`config.mk`:
```
export PLATFORM = sky130hd
export DESIGN_NAME = mul4x4_seq
export DESIGN_NICKNAME = d
export VERILOG_FILES = /design/src/rtl/mul4x4_seq.sv
export SDC_FILE = /design/constraint.sdc
export NUM_CORES = 1
export LEC_CHECK = 0
export CAP_MARGIN = 30
export CELL_PAD_IN_SITES_DETAIL_PLACEMENT = 2
export CELL_PAD_IN_SITES_GLOBAL_PLACEMENT = 2
export CORE_MARGIN = 2
export CORE_UTILIZATION = 33
export CTS_CLUSTER_SIZE = 25
export DETAILED_ROUTE_END_ITERATION = 8
export DONT_BUFFER_PORTS = 1
export PLACE_DENSITY = 0.68
export SLEW_MARGIN = 20
export SYNTH_ARGS = -nofsm -noshare
export SYNTH_HDL_FRONTEND = slang
export SYNTH_SLANG_ARGS = --single-unit
```
`constraint.sdc`:
```
create_clock -name clk -period 2.1 [get_ports clk]
set_clock_uncertainty 0.1 [all_clocks]
set_input_delay 0.315 -clock clk [delete_from_list [all_inputs] [get_ports clk]]
set_output_delay 0.315 -clock clk [all_outputs]
set_load 0.02 [all_outputs]
```
`src/rtl/mul4x4_seq.sv`:
```
`default_nettype none
// ============================================================================
// Module      : mul4x4_seq (with helper rca4)
// Description : Sequential 4x4 unsigned shift-and-add multiplier. One add-and-
//               shift step per clock through a single ripple-carry adder,
//               registered 8-bit product and a one-cycle done pulse.
// Revision    : 1.0 - initial release
// ============================================================================

// ----------------------------------------------------------------------------
// rca4 : 4-bit ripple-carry adder, the only adder in the multiplier datapath.
// ----------------------------------------------------------------------------
module rca4 (
   input  logic [3:0] a,
   input  logic [3:0] b,
   input  logic       cin,
   output logic [3:0] sum,
   output logic       cout
);

   logic [4:0] carry;

   assign carry[0] = cin;

   generate
      for (genvar i = 0; i < 4; i++) begin : g_fa
         assign sum[i]       = a[i] ^ b[i] ^ carry[i];
         assign carry[i + 1] = (a[i] & b[i]) | (carry[i] & (a[i] ^ b[i]));
      end
   endgenerate

   assign cout = carry[4];

endmodule

// ----------------------------------------------------------------------------
// mul4x4_seq : control FSM and shift-and-add datapath around rca4.
// ----------------------------------------------------------------------------
module mul4x4_seq (
   input  logic       clk,
   input  logic       rst,
   input  logic       start,
   input  logic [3:0] a,
   input  logic [3:0] b,
   output logic       busy,
   output logic       done,
   output logic [7:0] p
);

   typedef enum logic [1:0] {
      IDLE = 2'd0,
      CALC = 2'd1,
      DONE = 2'd2
   } state_t;

   state_t     state;
   logic [3:0] m;
   logic [3:0] acc;
   logic [3:0] q;
   logic [1:0] cnt;

   logic [3:0] add_sum;
   logic       add_cout;
   logic [3:0] step_s;
   logic       step_c;

   // Single adder: upper partial product plus multiplicand, no carry in.
   rca4 u_add (
      .a    (acc),
      .b    (m),
      .cin  (1'b0),
      .sum  (add_sum),
      .cout (add_cout)
   );

   // Select the adder result when the current multiplier bit is set, else pass acc through.
   always_comb begin
      step_c = 1'b0;
      step_s = acc;
      if (q[0]) begin
         step_c = add_cout;
         step_s = add_sum;
      end
   end

   // Control FSM and datapath registers; busy/done/p are registered here.
   always_ff @(posedge clk) begin
      if (rst) begin
         state <= IDLE;
         busy  <= 1'b0;
         done  <= 1'b0;
         p     <= 8'h00;
         acc   <= 4'd0;
         q     <= 4'd0;
         m     <= 4'd0;
         cnt   <= 2'd0;
      end else begin
         case (state)
            IDLE: begin
               done <= 1'b0;
               busy <= 1'b0;
               if (start) begin
                  m     <= a;
                  q     <= b;
                  acc   <= 4'd0;
                  cnt   <= 2'd0;
                  busy  <= 1'b1;
                  state <= CALC;
               end
            end
            CALC: begin
               acc <= {step_c, step_s[3:1]};
               q   <= {step_s[0], q[3:1]};
               cnt <= cnt + 2'd1;
               if (cnt == 2'd3) begin
                  // Capture the post-shift {acc,q} as the final product.
                  p     <= {step_c, step_s[3:1], step_s[0], q[3:1]};
                  busy  <= 1'b0;
                  done  <= 1'b1;
                  state <= DONE;
               end
            end
            DONE: begin
               done  <= 1'b0;
               busy  <= 1'b0;
               state <= IDLE;
            end
            default: begin
               busy  <= 1'b0;
               done  <= 1'b0;
               state <= IDLE;
            end
         endcase
      end
   end

endmodule

`default_nettype wire

```
==> impl_metrics.yaml <==
critical_path:
  cp_slowest_cell: "fa_1"
  crit_buf_inv: 0
  regToRegEndpoint: "p[6]"
  cp.required_ps: 2250
  worstSetupPathType: "reg2reg"
  cp_max_fo: 2
  cpPeakStageDelay_ps: 490
  cp_cell_sequence: "ha_4 > fa_2 > fa_2 > fa_1 > mux2i_1 > a211oi_1"
  crit_start: "m[0]"
  r2r_cells: 6
  ff2ff_setup_slack_ps: -40
  crit_top_cell: "fa_2"
  r2r_start: "m[0]"
  cp-end-kind: "flip-flop"
  cp-endpoint: "p[6]"
  critPathTopFamily: "adder cells"
  arrival_ps: 2280
  path_depth: 6
  crit_path_start_kind: "flip-flop"
outcome:
  status: "complete, but fails checks"
  failed_checks: "setup timing"
grt:
  gr-usage-all-layers_pct: 16.5
  grt_pass1_vias: 873
  overflow: 0
  grt_antenna_before_repair: 0
  grt_pass1_wl_um: 4260
  grt_max_degree: 14
placement:
  dp_hpwl_um: 1890
  pre_cts_slack_ps: -105
  place_congestion: 0.705
  io_buffers: 0
cells_and_area:
  drive_gt1_share_pct: 12.5
  antenna_cells: 0
  area_growth_pct: 13.3
  nets: 130
  nFillCells: 352
floorplanning:
  die-area_mm2: 0.00373
  core_mm2: 0.00308
  fp-row-count: 20
  die_h_um: 61.0
  start_util_pct: 34.9
  dieWidth_um: 61.0
  io_pins: 21
drt:
  post_drt_wl_per_cell_um: 17.3
  drcViolationCount: 0
  drt-initial-drc-count: 7
  drt_pre_antenna_iters: 4
  viasPerCell: 5.10
  drt-total-wl_um: 2700
  vias: 796
  drtAntennaViolNets: 0
min_path:
  hold_start: "b[1]"
  hold_path_class: "in2reg"
yosys:
  yosys_register_bits: 26
  avgSynthCellArea_um2: 10.1
  syn_area_mm2: 0.00107
  yosysTopAreaCell: "dfxtp_1"
  synthCells: 106
  synth.yosys.seq_area_share_pct: 48.5
  ys_warn_count: 0
  synth_top_area_share_pct: 48.5
  syn_nets: 122
  netlist_top_cells_area: "dfxtp_1, nor2_1, mux2i_1, fa_1, a211oi_1"
  yosysUniqueCellTypes: 29
pwr:
  swShare_pct: 25.0
  p_sw_w: 0.000206
  pwr-share-clk_pct: 25.4
  power_frac_comb_pct: 9.7
  p_per_area_mw_per_mm2: 677
  ir_drop_v: 0.000349
  seq_power_share_pct: 64.9
  p_int_w: 0.000618
  power.leakage_nw: 0.447
clock_tree:
  cts.sinks: 26
  post_cts_buffers: 0
  cts_tree: "built"
  cts.htree.levels: 1
  cts.path.max_buffers: 2
  cts_made_buffers: 3
  cts_root_buffer: "clkbuf_4"
  clock_latency_ps: 320
  clk_pin_slew_ps: 130
timing:
  clock.fmax_mhz: 468
  holdWs_ps: 71.9
  period_share_pct: 102
  final_max_slew_viol_count: 0
  rsz0062_at_grt: "true"
  worstMarginPinSlew_ps: 575
  setup_viol: 2
  worst_slack_ps: -37.2
  finalHoldViolations: 0
  slew-limit-headroom_pct: 61.6
  min_period_ps: 2140
flow_run:
  drv_cap: 0
[worst min path at each step]
stage / cells past startpoint / end / slack (ps)
global route: 2 / q[1] / 30
CTS: 2 / q[2] / 60
global placement: 1 / p[7] / 290
floorplan: 2 / m[0] / 340
finish: 2 / q[1] / 70
detailed placement: 1 / p[7] / 290
[layout by cell type, fill, tap and decap left out, types with 3 or more instances in the layout]
cell           instances
nor2_1                20
clkbuf_4               3
nor4_1                 3
a21oi_1                5
dlygate4sd3_1          7
o2bb2ai_1              3
nand2b_1               4
mux2i_1                7
nand2_1                8
dfxtp_1               24
a211oi_1               6
[per-stage QoR]
step / total power (W) / setup TNS, ps / utilization [%] / instances / area [µm²]
2_1_floorplan: 0.000596 / 0 / - / 106 / 1080
3_3_place_gp: 0.000603 / -51.2 / 36.0 / 146 / 1110
3_5_place_dp: 0.000609 / -173 / 36.0 / 146 / 1110
4_1_cts: 0.000840 / -92.0 / 39.5 / 156 / 1220
5_1_grt: 0.000883 / -223 / 39.5 / 156 / 1220
6_report: 0.000823 / -49.9 / 39.5 / 156 / 1220
[repair_timing]
item,4_1_cts,5_1_grt
hold buffers,7,0
setup endpoints to repair,2,2
gates cloned,0,0
endpoints found under the hold margin,18,0
gates resized for setup,4,0
pin swaps,2,1
[Yosys cell counts]
cell type and n:
dfxtp_1 26, a22o_1 1, buf_1 1, or3b_1 1, nand2_1 8, nand3_1 1
nor2b_1 1, buf_2 2, ha_1 2, or2_2 1, nor3b_2 1, and2_1 1
mux2_2 1, nor3b_1 1, o21ba_2 1, a32o_1 1, buf_6 1, and3b_1 1
mux2i_1 7, a21oi_1 5, buf_4 1, nor2_1 20, nor4_1 3, nand2b_1 4
o2bb2ai_1 3, a221o_2 1, nand3b_1 1, a211oi_1 6, fa_1 3
[registers in the layout, indices dropped and copies added, names as in the netlist]
| register | flops |
|---|---|
| p | 8 |
| m | 4 |
| acc | 4 |
| busy | 1 |
| state | 2 |
| q | 4 |
| done | 1 |
| cnt | 2 |
[layer usage]
layer  vias to the layer above  share of wire, %  global-route usage [%]
met5                         -                 0                       0
met4                         0               1.7                    7.45
met3                         5               3.0                    3.36
met2                        12                55                    30.4
met1                       397                40                    18.1
li1                        382                 -                       -
[final cells by class]
type,instances,area (µm²),share of cell area [%]
sequential,26,523,43.0
multi-input combinational,75,538,44.2
tap,44,55.1,4.53
timing repair buffer,8,77.6,6.38
clock buffer,3,22.5,1.85
[power by group through the flow]
stage	Sequential [W]	Combinational, W	Clock (W)
floorplan	0.000536	0.0000605	0
global placement	0.000544	0.0000590	0
detailed placement	0.000545	0.0000638	0
CTS	0.000535	0.0000809	0.000224
global route	0.000539	0.0000894	0.000255
finish	0.000534	0.0000798	0.000209
[cell families after synthesis]
group	count (synthesis)	share of synthesized area, %
simple gates	44	20.3
buf+inv	5	3.03
compound gates	18	12.7
mux	8	7.58
flops	26	48.5
fa+ha+maj	5	7.93
Power figures use the tool's default switching activity.
